File: src/rtl/irq_controller_pkg.sv
// rtl/irq_controller_pkg.sv - shared io offsets, source indices and helpers for the irq controller
package irq_controller_pkg;

  localparam int          IRQ_NUM_SRC  = 14;
  localparam logic [11:0] IO_IE_IF_OFF = 12'h200;
  localparam logic [11:0] IO_IME_OFF   = 12'h208;
  localparam logic [3:0]  IRQ_NONE     = 4'hf;

  localparam int IRQ_VBLANK  = 0;
  localparam int IRQ_HBLANK  = 1;
  localparam int IRQ_VCOUNT  = 2;
  localparam int IRQ_TIMER0  = 3;
  localparam int IRQ_TIMER1  = 4;
  localparam int IRQ_TIMER2  = 5;
  localparam int IRQ_TIMER3  = 6;
  localparam int IRQ_SERIAL  = 7;
  localparam int IRQ_DMA0    = 8;
  localparam int IRQ_DMA1    = 9;
  localparam int IRQ_DMA2    = 10;
  localparam int IRQ_DMA3    = 11;
  localparam int IRQ_KEYPAD  = 12;
  localparam int IRQ_GAMEPAK = 13;

  typedef enum logic [1:0] {
    ACC_BYTE = 2'b00,
    ACC_HALF = 2'b01,
    ACC_WORD = 2'b10
  } acc_width_e;

  // Byte-lane write mask for an access of the given size at byte offset off.
  function automatic logic [31:0] lane_mask(input logic [1:0] width, input logic [1:0] off);
    logic [31:0] m;
    case (width)
      2'b00:   m = 32'h0000_00ff;
      2'b01:   m = 32'h0000_ffff;
      default: m = 32'hffff_ffff;
    endcase
    return m << {off, 3'b000};
  endfunction

endpackage

File: src/rtl/irq_controller_prio_enc.sv
// rtl/irq_controller_prio_enc.sv - lowest-set-bit priority encoder, bit 0 wins
module irq_prio_enc
  import irq_controller_pkg::*;
(
  input  logic [IRQ_NUM_SRC-1:0] i_vec,
  output logic [3:0]             o_idx,
  output logic                   o_valid
);

  always_comb begin
    o_idx   = IRQ_NONE;
    o_valid = 1'b0;
    for (int i = IRQ_NUM_SRC - 1; i >= 0; i--) begin
      if (i_vec[i]) begin
        o_idx   = 4'(i);
        o_valid = 1'b1;
      end
    end
  end

endmodule

File: src/rtl/irq_controller.sv
// rtl/irq_controller.sv - IE/IF/IME interrupt controller with edge capture and ack
module irq_controller
  import irq_controller_pkg::*;
#(
  parameter logic [11:0] BASE_ADDR = IO_IE_IF_OFF
) (
  input  logic        clk_mem,
  input  logic        rst_n,
  input  logic [23:0] addr,
  input  logic [31:0] data_in,
  output logic [31:0] data_out,
  input  logic        read,
  input  logic        write,
  input  logic [1:0]  width,
  input  logic [13:0] irq_src,
  input  logic        irq_ack,
  output logic        irq,
  output logic [3:0]  irq_id
);

  localparam logic [11:0] IME_ADDR = BASE_ADDR + (IO_IME_OFF - IO_IE_IF_OFF);

  logic [13:0] r_ie;
  logic [13:0] r_if;
  logic [13:0] r_src_q;
  logic        r_ime;
  logic        r_armed;
  logic        r_irq;
  logic [3:0]  r_irq_id;

  logic [31:0] w_mask;
  logic [31:0] w_wval;
  logic [31:0] w_word;
  logic        w_sel_ieif;
  logic        w_sel_ime;
  logic        w_wr_ieif;
  logic        w_wr_ime;
  logic [13:0] w_ie_next;
  logic [13:0] w_if_wclr;
  logic [13:0] w_ack_clr;
  logic [13:0] w_rise;
  logic [13:0] w_if_next;
  logic [13:0] w_pending;
  logic [3:0]  w_pend_idx;
  logic        w_pend_valid;
  logic        w_unused;

  assign w_mask     = lane_mask(width, addr[1:0]);
  assign w_wval     = data_in << {addr[1:0], 3'b000};
  assign w_sel_ieif = (addr[11:2] == BASE_ADDR[11:2]);
  assign w_sel_ime  = (addr[11:2] == IME_ADDR[11:2]);
  assign w_wr_ieif  = write & w_sel_ieif;
  assign w_wr_ime   = write & w_sel_ime;

  always_comb begin
    w_word = 32'h0;
    if (w_sel_ieif) begin
      w_word = {2'b00, r_if, 2'b00, r_ie};
    end else if (w_sel_ime) begin
      w_word = {31'h0, r_ime};
    end
  end

  assign data_out = w_word >> {addr[1:0], 3'b000};

  assign w_ie_next = (r_ie & ~w_mask[13:0]) | (w_wval[13:0] & w_mask[13:0]);
  assign w_if_wclr = w_wr_ieif ? (w_wval[29:16] & w_mask[29:16]) : 14'h0;
  assign w_ack_clr = (irq_ack && (r_irq_id != IRQ_NONE)) ? (14'h1 << r_irq_id) : 14'h0;

  // The first cycle after reset only primes the history, so levels already high are not edges.
  assign w_rise    = r_armed ? (irq_src & ~r_src_q) : 14'h0;
  assign w_if_next = (r_if & ~w_if_wclr & ~w_ack_clr) | w_rise;
  assign w_pending = r_ie & r_if;

  irq_prio_enc u_prio_enc (
    .i_vec   (w_pending),
    .o_idx   (w_pend_idx),
    .o_valid (w_pend_valid)
  );

  always_ff @(posedge clk_mem or negedge rst_n) begin
    if (!rst_n) begin
      r_ie     <= 14'h0;
      r_if     <= 14'h0;
      r_src_q  <= 14'h0;
      r_ime    <= 1'b0;
      r_armed  <= 1'b0;
      r_irq    <= 1'b0;
      r_irq_id <= IRQ_NONE;
    end else begin
      r_src_q  <= irq_src;
      r_armed  <= 1'b1;
      r_if     <= w_if_next;
      r_irq    <= r_ime & w_pend_valid;
      r_irq_id <= w_pend_idx;
      if (w_wr_ieif) begin
        r_ie <= w_ie_next;
      end
      if (w_wr_ime && w_mask[0]) begin
        r_ime <= w_wval[0];
      end
    end
  end

  assign irq    = r_irq;
  assign irq_id = r_irq_id;

  assign w_unused = ^{addr[23:12], read, w_mask[31:30], w_mask[15:14],
                      w_wval[31:30], w_wval[15:14]};

endmodule

File: config.mk
export PLATFORM = sky130hd
export DESIGN_NAME = irq_controller
export DESIGN_NICKNAME = d
export VERILOG_FILES = /design/src/rtl/irq_controller_pkg.sv /design/src/rtl/irq_controller_prio_enc.sv /design/src/rtl/irq_controller.sv
export SDC_FILE = /design/constraint.sdc
export NUM_CORES = 1
export LEC_CHECK = 0
export CAP_MARGIN = 40
export CORE_UTILIZATION = 45
export DETAILED_ROUTE_END_ITERATION = 12
export PLACE_DENSITY = 0.81
export SETUP_SLACK_MARGIN = 0.05
export SLEW_MARGIN = 20
export SYNTH_ARGS = -nofsm -noshare
export SYNTH_HDL_FRONTEND = slang
export SYNTH_HIERARCHICAL = 1
export SYNTH_SLANG_ARGS = --single-unit
export TNS_END_PERCENT = 20
File: constraint.sdc
create_clock -name clk_mem -period 2.8 [get_ports clk_mem]
set_input_delay 0.7 -clock clk_mem [delete_from_list [all_inputs] [get_ports clk_mem]]
set_output_delay 0.7 -clock clk_mem [all_outputs]
set_load 0.1 [all_outputs]
Word level (Yosys, flattened, before mapping)
Cells that the tools add are included.

Output and inout bits: 37. Bits in registers: 49. Word-level logic and storage cells: 68. Input bits: 77.

Eq/ne operators: 4. Bitwise operators: 16. Muxes and demuxes: 34. Shift operators: 4. Reductions and logical operators: 3.

Operators with widths (count): $and 14x14->14 (7); $pmux 32 s2 (1); $shl 32x5->30 (2); $not 14->14 (4); $mux 14 (3); $mux 4 (8); $shr 32x5->32 (1); $mux 30 (1); $or 14x14->14 (2); $eq 10x8->1 const B (2); $mux 1 (15); $shl 1x4->14 const A (1); $mux 3 (4); $mux 2 (2); $ne 4x4->1 const B (1); $and 1x1->1 (3); $eq 2x1->1 const B (1); $logic_and 1x1->1 (2); $logic_not 2->1 (1).

Logic depth before layout (Yosys ltp)
Gate-level depths: netlist of run 1.

Depth in word-level cells: 16. Gate-level depth with buffers: 7. Mapped depth without buffers: 5.

Cells and area by module
The synthesis of run 1 kept the hierarchy.

Modules (own cells, without submodules): irq_controller (cells an instance 292, times used 1, area each 2946.6 µm², sequential area each 1231.2 µm²); irq_prio_enc (cells an instance 25, times used 1, area each 133.9 µm², sequential area each 0.0 µm²).

Worst setup path after synthesis of run 1
Ideal clock, no wire load.

Path type: input-to-output. From: input addr[0]. To: output data_out[0]. Buffers on the path: 2. Required time: 2100 ps. Setup slack: -4047 ps. Data arrival time: 6147 ps. Stages on the path: 6. Path through: buf_2 buf_1 nand3b_1 o21ai_0 nor2_1 a2111oi_0.

Longest elaborated chain between the ends: 1.

RTL lines: from (decl) (RTL line irq_controller.sv:9) `input logic [23:0] addr,`; $shr 32x5->32 (RTL line irq_controller.sv:64) `assign data_out = w_word >> {addr[1:0], 3'b000};`; to (decl) (RTL line irq_controller.sv:11) `output logic [31:0] data_out,`.

Every way passes these cells.

Worst setup path in the final report of run 1
From: input addr[6]. To: output data_out[18].

Longest elaborated chain between the ends: 3.

RTL lines: $eq 10x8->1 (RTL line irq_controller.sv:50) `assign w_sel_ieif = (addr[11:2] == BASE_ADDR[11:2]);`; $mux 30 (RTL line irq_controller.sv:57) `if (w_sel_ieif) begin`; $shr 32x5->32 (RTL line irq_controller.sv:64).

Every way passes these cells.

==> flow_metrics.tcl, run 1 <==
set metrics [dict create \
    rsz0062_at_grt "yes" \
    swShare_pct 27.0 \
    regArea_mm2 0.00123 \
    cp-endpoint "data_out[18]" \
    ir_worst_vdd_mv 0.408 \
    ys_ff_latch 49 \
    leakagePower_nw 2.07 \
    p_per_area_mw_per_mm2 316 \
    gp_congestion 0.908 \
    p_clk_share_pct 31.9 \
    grt_antenna_before_repair 0 \
    final_layout_size_suffix_gt1_share_pct 35.2 \
    viasPerCell 5.81 \
    fp.dieH_um 84.7 \
    reg2reg_from "r_if[7]" \
    worstHoldPathType "in -> async" \
    path_class "in -> out" \
    fin_area_mm2 0.00501 \
    worst_ep_arrival_time_ns 2.08 \
    drt-pass1-iter-count 12 \
    clk_latency_ns 0.30 \
    dr.first_iter.drc_count 179 \
    reg2reg_to "irq" \
    synth_compound_area_share_pct 14.1 \
    hold_viol 0 \
    layout_common_cells "clkdlybuf4s50_1, dfrtp_1, buf_12" \
    grt_max_degree 38 \
    critPathLaunch "addr[6]" \
    ios 114 \
    vias 2974 \
    p_comb_share_pct 20.9 \
    synth_xor_area_share_pct 0 \
    yosysSeqAreaShare_pct 40.0 \
    report.final.slew_viol_count 0 \
    drt-wirelength-per-cell_um 18.2 \
    yosys.area_share.simple_pct 23.3 \
    port_buffers 96 \
    muxShareOfSynthArea_pct 19.2 \
    status "complete, but fails checks" \
    grt_usage_pct 27.4 \
    fin_crit_ns 2.78 \
    tns_ns 0 \
    finClkSkew_ns 0.00516 \
    path_max_fanout 4 \
    relSlewSlack_pct 61.8 \
    yosysWarningCount 6 \
    clkSinkCount 49 \
    final_common_cell "clkdlybuf4s50_1" \
    cap_viol_max_count 0 \
    cts_hold_buf 0 \
    yosysUniqueCellTypes 47 \
    placed_cell_area_mm2 0.00486 \
    postRouteAntennaNets 0 \
    drcViolationCount 1 \
    grt_pass1_vias 3051 \
    clkTransAtPathRegs_ns 0.09 \
    fin_crit_sh_pct 99.2 \
    die_area_mm2 0.00718 \
    cts_tree "done" \
    fp.dieW_um 84.7 \
    crit_path_start_kind "input port" \
    cts_buffers 5 \
    cp-end-kind "output pin" \
    finalSetupViolCount 0 \
    htree_levels 2 \
    cp.required_ns 2.10 \
    synth-adder-area-share_pct 0 \
    worst_pin_slew_ns 0.573 \
    grt_first_pass_wirelength_mm 15.4 \
    root_buffer "clkbuf_8" \
    rows 29 \
    synth_top_family_by_area "simple AND/OR/NAND/NOR gates" \
    rr_worst_depth 5 \
    num_antenna_cells 0 \
    routed_wl_mm 9.33 \
    fin_nets 511 \
    rrSetupSlack_ns 1.12 \
    netlist_instances 317 \
    ctsLongestPathBuffers 2 \
    dpl.hpwl_mm 7.35 \
    failed_checks "design-rule violations" \
    switchingPower_w 0.000427 \
    grt_overflow 0 \
    avgSynthCellArea_um2 9.72 \
    multi_input_area_mm2 0.00201 \
    nFillCells 432 \
    netlist_area_mm2 0.00308 \
    p_int_w 0.00115 \
    share_seq_of_total_power_pct 47.2 \
    fmax_ghz 0.360 \
    start_util_pct 47.4 \
    core_area_mm2 0.00649 \
    areaGrowthSynthToFinish_pct 62.6 \
]
-- logic make-up after synthesis --
| logic type | after synthesis |
|---|---|
| AND/OR/NAND/NOR | 123 |
| AO/OA/AOI/OAI | 68 |
| multiplexers | 53 |
| flip-flops | 49 |
| buffers and inverters | 22 |
| other | 2 |
-- cell type report --
cell class | count | share of cell area, %
sequential | 49 | 24.6
inverter | 3 | 0.225
tap | 77 | 1.92
multi-input combinational | 247 | 40.1
clock buffer | 6 | 1.45
timing repair buffer | 128 | 31.0
clock inverter | 2 | 0.774
-- worst min path at each step --
stage	cells after the start	slack, ns	end	startpoint
after floorplan	0	0.40	asynchronous set/reset pin	rst_n
after global placement	1	0.42	r_if[11]	r_src_q[11]
after detailed placement	1	0.42	r_if[11]	r_src_q[11]
after CTS	1	0.40	r_src_q[4]	rst_n
after global routing	1	0.42	r_src_q[8]	rst_n
final	1	0.38	r_src_q[8]	rst_n
-- through the flow --
step	total power [W]	util (%)	setup WS [ns]	hold WS [ns]	std cells
after floorplan	0.000922	-	-0.337	0.404	318
after CTS	0.00159	76.7	-0.0229	0.395	511
final	0.00158	77.1	0.0213	0.380	512
after global placement	0.00108	74.8	-0.313	0.416	500
after global routing	0.00164	77.1	-0.0148	0.418	512
after detailed placement	0.00109	74.9	-0.355	0.423	501
-- cells in the mapped netlist (all sizes together) --
cell type | count | area share [%]
o31ai | 1 | 0.24
dfstp | 4 | 3.4
inv | 2 | 0.24
a21oi | 12 | 1.9
a211o | 1 | 0.28
a2111oi | 1 | 0.28
nor2 | 33 | 4.0
or2 | 2 | 0.41
mux2i | 22 | 7.1
o22a | 1 | 0.28
and2 | 15 | 3.0
clkbuf | 9 | 1.1
nand2 | 11 | 1.4
dfrtp | 45 | 37
nand4 | 2 | 0.41
a211oi | 12 | 2.9
a21boi | 1 | 0.24
nand2b | 3 | 0.61
or4b | 1 | 0.32
nor2b | 7 | 1.4
nor3b | 1 | 0.24
o211a | 1 | 0.32
or3b | 1 | 0.28
buf | 10 | 1.7
clkinv | 1 | 0.12
o31a | 1 | 0.28
or3 | 1 | 0.20
o2111ai | 1 | 0.28
nand3 | 2 | 0.32
nor4 | 3 | 1.3
nor3 | 9 | 1.5
conb | 2 | 0.24
and3 | 13 | 2.6
nand3b | 18 | 4.4
o211ai | 1 | 0.24
o21a | 1 | 0.24
nor4b | 1 | 0.77
mux2 | 31 | 12
a22oi | 6 | 1.5
o21ai | 24 | 3.9
o221ai | 4 | 1.1
-- power groups by stage --
| stage | Combinational [W] | Clock, W | Sequential, W |
|---|---|---|---|
| final | 0.000330 | 0.000505 | 0.000746 |
| after global routing | 0.000353 | 0.000538 | 0.000749 |
| after CTS | 0.000328 | 0.000513 | 0.000746 |
| after detailed placement | 0.000328 | 0 | 0.000760 |
| after global placement | 0.000318 | 0 | 0.000758 |
| after floorplan | 0.000153 | 0 | 0.000770 |
-- metal layers --
metal  share of wire (%)  GRT usage [%]
met1                  42           35.3
met2                  50           46.3
met3                 6.0           5.70
met4                 2.1           8.94
met5                   0              0
-- worst max-delay path, stage by stage --
cell and delay [ns]:
buf_6 0.10, nor4b_4 0.26, buf_4 0.18, nand2_2 0.06, or3_4 0.35, nor3_4 0.23
buf_12 0.20
-- what timing repair did --
item	CTS	global route
gates resized for setup	38	6
setup buffers	2	1
cloned	0	0
endpoints found under the hold margin	0	0
setup endpoints to repair	30	7
pin swaps	7	5
Power figures use the tool's default switching activity.
==> run 2, diff against run 1 <==
--- a/config.mk
+++ b/config.mk
@@ -6,9 +6,11 @@
 export NUM_CORES = 1
 export LEC_CHECK = 0
 export CAP_MARGIN = 40
-export CORE_UTILIZATION = 45
+export CORE_MARGIN = 2
+export CORE_UTILIZATION = 41
 export DETAILED_ROUTE_END_ITERATION = 12
-export PLACE_DENSITY = 0.81
+export GPL_TIMING_DRIVEN = 0
+export PLACE_DENSITY = 0.78
 export SETUP_SLACK_MARGIN = 0.05
 export SLEW_MARGIN = 20
 export SYNTH_ARGS = -nofsm -noshare
==> constraint.sdc (replaced) <==
create_clock -name clk_mem -period 2.3 [get_ports clk_mem]
set_input_delay 0.575 -clock clk_mem [delete_from_list [all_inputs] [get_ports clk_mem]]
set_output_delay 0.575 -clock clk_mem [all_outputs]
set_load 0.1 [all_outputs]
==> run 2 against run 1 <==
Compared with the run above:
- the flow finishes with violations (negative setup slack)
- clock power is 4.6% higher
- critical path depth is 1 higher
- sequential power rose by 23%
==> flow_metrics.tcl, run 2 (synthesis results as in run 1) <==
set metrics [dict create \
    status "complete, but fails checks" \
    failed_checks "negative setup slack" \
    clkTransAtPathRegs_ns 0.09 \
    cap_viol_max_count 0 \
    cp-end-kind "output pin" \
    cp.required_ns 1.73 \
    fin_crit_sh_pct 115 \
    leakagePower_nw 2.29 \
    p_per_area_mw_per_mm2 344 \
    clk_latency_ns 0.30 \
    worst_pin_slew_ns 0.662 \
    crit_path_start_kind "input port" \
    gp_congestion 0.841 \
    htree_levels 2 \
    fin_crit_ns 2.65 \
    grt_antenna_before_repair 0 \
    dpl.hpwl_mm 8.00 \
    placed_cell_area_mm2 0.00498 \
    dr.first_iter.drc_count 545 \
    fin_nets 542 \
    relSlewSlack_pct 55.8 \
    fin_hold_ws_ns 0.211 \
    rows 31 \
    vias 3521 \
    postRouteAntennaNets 0 \
    use_met3_pct 4.42 \
    grt_max_degree 32 \
    busiest_layer "met2" \
    drcViolationCount 0 \
    core_area_mm2 0.00725 \
    areaGrowthSynthToFinish_pct 84.4 \
    viasPerCell 6.23 \
    ios 114 \
    fp.dieH_um 90.7 \
    nFillCells 378 \
    rsz0062_at_grt "yes" \
    path_buf_inv 4 \
    start_util_pct 42.5 \
    worstHoldPathType "in -> async" \
    met1_usage_pct 35.5 \
    cts_tree "done" \
    cts_hold_buf 0 \
    cts_buffers 5 \
    path_class "in -> out" \
    ctsLongestPathBuffers 2 \
    final_common_cell "clkdlybuf4s50_1" \
    regArea_mm2 0.00123 \
    fp.dieW_um 90.7 \
    cp_slowest_cell "or3_4" \
    cpPeakStageDelay_ns 0.36 \
    root_buffer "clkbuf_8" \
    drt-pass1-iter-count 5 \
    cpLargestDelayFamily "simple AND/OR/NAND/NOR gates" \
    grt_first_pass_wirelength_mm 19.6 \
    finalSetupViolCount 30 \
    worst_ep_arrival_time_ns 2.08 \
    use_met2_pct 54.6 \
    clkSinkCount 49 \
    report.final.slew_viol_count 0 \
    num_antenna_cells 0 \
    final_core_util_pct 78.3 \
    grt_overflow 0 \
    routed_wl_mm 13.6 \
    grt_usage_pct 30.3 \
    die_area_mm2 0.00822 \
    fmax_ghz 0.377 \
    ir_worst_vdd_mv 0.472 \
    grt_pass1_vias 3509 \
    path_max_fanout 3 \
    final_layout_size_suffix_gt1_share_pct 44.8 \
    setup_ws_ns -0.353 \
    finClkSkew_ns 0.00526 \
    hold_viol 0 \
    fin_area_mm2 0.00568 \
    port_buffers 96 \
    multi_input_area_mm2 0.00222 \
    layout_common_cells "clkdlybuf4s50_1, dfrtp_1, buf_12" \
    drt-wirelength-per-cell_um 24.1 \
    crit_path_cell_trace "buf_6 > nor4_4 > buf_4 > buf_6 > nand2_4 > or3_4 > nor3_4 > buf_12" \
    cpMostUsedCell "buf_6" \
]
run 2: worst paths after layout:
path / start / to / slack (ns) / depth (start not counted)
worst min-delay path: rst_n / r_if[2] / 0.21 / 1
worst min register to register: r_src_q[11] / r_if[11] / 0.44 / 1
worst max-delay path: addr[4] / data_out[18] / -0.35 / 8
min in group clk_mem: r_src_q[11] / r_if[11] / 0.44 / 1
max in group asynchronous: rst_n / irq_id[1] / 1.50 / 2
worst max register to register: r_if[11] / irq_id[0] / 0.53 / 5
run 2: per-stage QoR:
stage | TNS, ns | power, W | worst slack, ns | std cells
after global placement | -93.04 | 0.00131 | -1.77 | 513
after global routing | -9.70 | 0.00202 | -0.404 | 565
after floorplan | -13.41 | 0.00112 | -0.587 | 318
after detailed placement | -52.35 | 0.00133 | -1.42 | 549
after CTS | -4.39 | 0.00192 | -0.288 | 560
final | -7.44 | 0.00195 | -0.353 | 565
run 2: routing by layer:
metal / vias up / share of wire [%]
met5: - / 0
met4: 0 / 6.0
met3: 90 / 9.5
met2: 314 / 49
met1: 1673 / 35
li1: 1444 / -
run 2: worst reg2reg max path, stage by stage, from the launching register on:
cell,delay (ns)
dfrtp_1,0.57
and2_1,0.27
nor2b_1,0.07
o21ai_0,0.26
o211ai_1,0.18
a21oi_1,0.31
run 2: area by class of cell:
cell class	count	area share, %
Buffer	18	4.19
Clock buffer	7	1.52
Clock inverter	1	0.132
Inverter	3	0.198
Multi-Input combinational cell	248	39.1
Sequential cell	49	21.7
Tap cell	99	2.18
Timing Repair Buffer	140	31.0
run 2: repair_timing:
item / 4_1_cts / 5_1_grt
cloned: 3 / 0
setup endpoints to repair: 52 / 54
buffers inserted: 31 / 5
pin swaps: 24 / 11
gates resized for setup: 158 / 16
run 2: report_power, final:
part | switching (W) | total [W] | internal [W] | leakage [nW]
Sequential | 0.0000274 | 0.000914 | 0.000887 | 0.564
Clock | 0.000283 | 0.000528 | 0.000245 | 0.0445
Combinational | 0.000261 | 0.000511 | 0.000250 | 1.68
==> run 3, diff against run 2 <==
--- a/config.mk
+++ b/config.mk
@@ -5,7 +5,7 @@
 export SDC_FILE = /design/constraint.sdc
 export NUM_CORES = 1
 export LEC_CHECK = 0
-export CAP_MARGIN = 40
+export CAP_MARGIN = 20
 export CORE_MARGIN = 2
 export CORE_UTILIZATION = 41
 export DETAILED_ROUTE_END_ITERATION = 12
==> run 3 against run 2 <==
Compared with the run above:
- the run still ends with negative setup slack left
- routed wire length is 20% lower
- non-clock buffer count down 26
- sequential share of layout area is 1.9 points higher
- final area is 8.1% lower
- fmax increased by 2.1%
- sequential power hardly changed
- clock skew about the same
- largest cell class unchanged
- largest power group unchanged
==> flow_metrics.tcl, run 3 (synthesis results as in run 1) <==
set metrics [dict create \
    dpl.hpwl_mm 7.54 \
    ios 114 \
    setup_ws_ns -0.298 \
    cpLargestDelayFamily "buffers and inverters" \
    failed_checks "negative setup slack" \
    cts_tree "done" \
    rows 31 \
    drt-wirelength-per-cell_um 20.1 \
    p_per_area_mw_per_mm2 366 \
    cp-end-kind "output pin" \
    htree_levels 2 \
    cp_slowest_cell "nor4b_4" \
    fmax_ghz 0.385 \
    final_common_cell "clkdlybuf4s50_1" \
    drcViolationCount 0 \
    cp.required_ns 1.73 \
    final_layout_size_suffix_gt1_share_pct 39.6 \
    port_buffers 96 \
    worst_pin_slew_ns 0.951 \
    use_met2_pct 48.6 \
    crit_path_cell_trace "buf_8 > nor4b_4 > buf_4 > nand3_4 > buf_12 > clkbuf_16 > nor3_4 > buf_12" \
    grt_overflow 0 \
    use_met3_pct 3.67 \
    status "complete, but fails checks" \
    fp.dieH_um 90.7 \
    met1_usage_pct 31.0 \
    finClkSkew_ns 0.00545 \
    fin_hold_ws_ns 0.215 \
    clk_latency_ns 0.30 \
    path_max_fanout 5 \
    fin_crit_ns 2.60 \
    rsz0062_at_grt "yes" \
    num_antenna_cells 0 \
    path_class "in -> out" \
    grt_pass1_vias 3360 \
    grt_usage_pct 26.8 \
    fin_nets 515 \
    clkTransAtPathRegs_ns 0.09 \
    relSlewSlack_pct 36.8 \
    pre_cts_ws_ns -1.82 \
    dr.first_iter.drc_count 275 \
    drt-pass1-iter-count 4 \
    path_buf_inv 5 \
    worst_ep_arrival_time_ns 2.02 \
    cap_viol_max_count 0 \
    grt_antenna_before_repair 0 \
    worstHoldPathType "in -> async" \
    postRouteAntennaNets 0 \
    fp.dieW_um 90.7 \
    cpPeakStageDelay_ns 0.28 \
    start_util_pct 42.5 \
    ir_worst_vdd_mv 0.374 \
    cts_buffers 5 \
    layout_common_cells "clkdlybuf4s50_1, dfrtp_1, mux2_2, buf_12" \
    finalSetupViolCount 36 \
    hold_viol 0 \
    tns_ns -6.43 \
    nFillCells 496 \
    vias 3053 \
    grt_max_degree 32 \
    busiest_layer "met2" \
    core_area_mm2 0.00725 \
    report.final.slew_viol_count 0 \
    cts_hold_buf 0 \
    die_area_mm2 0.00822 \
    gp_congestion 0.841 \
    viasPerCell 5.67 \
    fin_crit_sh_pct 113 \
    ctsLongestPathBuffers 2 \
    root_buffer "clkbuf_8" \
    clkSinkCount 49 \
    grt_first_pass_wirelength_mm 17.4 \
    cpMostUsedCell "buf_12" \
    routed_wl_mm 10.8 \
    leakagePower_nw 2.13 \
    areaGrowthSynthToFinish_pct 69.5 \
    crit_path_start_kind "input port" \
]
==> run 3: final timing paths <==
path / startpoint / endpoint / slack, ns / cells past startpoint
worst max-delay path: addr[6] / data_out[19] / -0.30 / 8
worst min-delay path: rst_n / r_src_q[0] / 0.22 / 1
worst max register to register: r_if[7] / irq / 0.53 / 5
worst min register to register: r_src_q[11] / r_if[11] / 0.44 / 1
max in group asynchronous: rst_n / irq_id[2] / 1.49 / 2
min in group clk_mem: r_src_q[11] / r_if[11] / 0.44 / 1
==> run 3: final cells by class <==
type	instances	area [µm²]	share of cell area, %
multi-input combinational	247	2140	41.0
timing repair buffer	114	1390	26.5
sequential	49	1230	23.6
buffer	18	231	4.43
tap	99	124	2.37
clock buffer	5	68.8	1.32
clock inverter	3	26.3	0.503
inverter	3	11.3	0.216
==> run 3: through the flow <==
| step | power (W) | utilization, % | area (µm²) | std cells |
|---|---|---|---|---|
| 2_1_floorplan | 0.00112 | - | 3350 | 318 |
| 3_3_place_gp | 0.00131 | 61.2 | 4440 | 513 |
| 3_5_place_dp | 0.00132 | 61.4 | 4450 | 514 |
| 4_1_cts | 0.00191 | 71.7 | 5200 | 538 |
| 5_1_grt | 0.00198 | 72.0 | 5220 | 538 |
| 6_report | 0.00191 | 72.0 | 5220 | 538 |
==> run 3: layer usage <==
layer  part of all wire, %  vias to the layer above
li1                      -                     1396
met1                    38                     1505
met2                    53                      129
met3                   5.2                       23
met4                   3.6                        0
met5                     0                        -
==> run 3: repair_timing <==
action | in CTS | in global routing
endpoints found under the setup margin | 53 | 41
cloned | 3 | 0
resized for setup | 365 | 5
buffers inserted | 14 | 0
pin swaps | 20 | 13
==> run 3: power breakdown <==
group / internal, W / total, W / switching (W) / leakage [nW]
Sequential: 0.000887 / 0.000912 / 0.0000249 / 0.564
Combinational: 0.000231 / 0.000467 / 0.000236 / 1.52
Clock: 0.000222 / 0.000531 / 0.000309 / 0.0423
Total: 0.00134 / 0.00191 / 0.000570 / 2.13
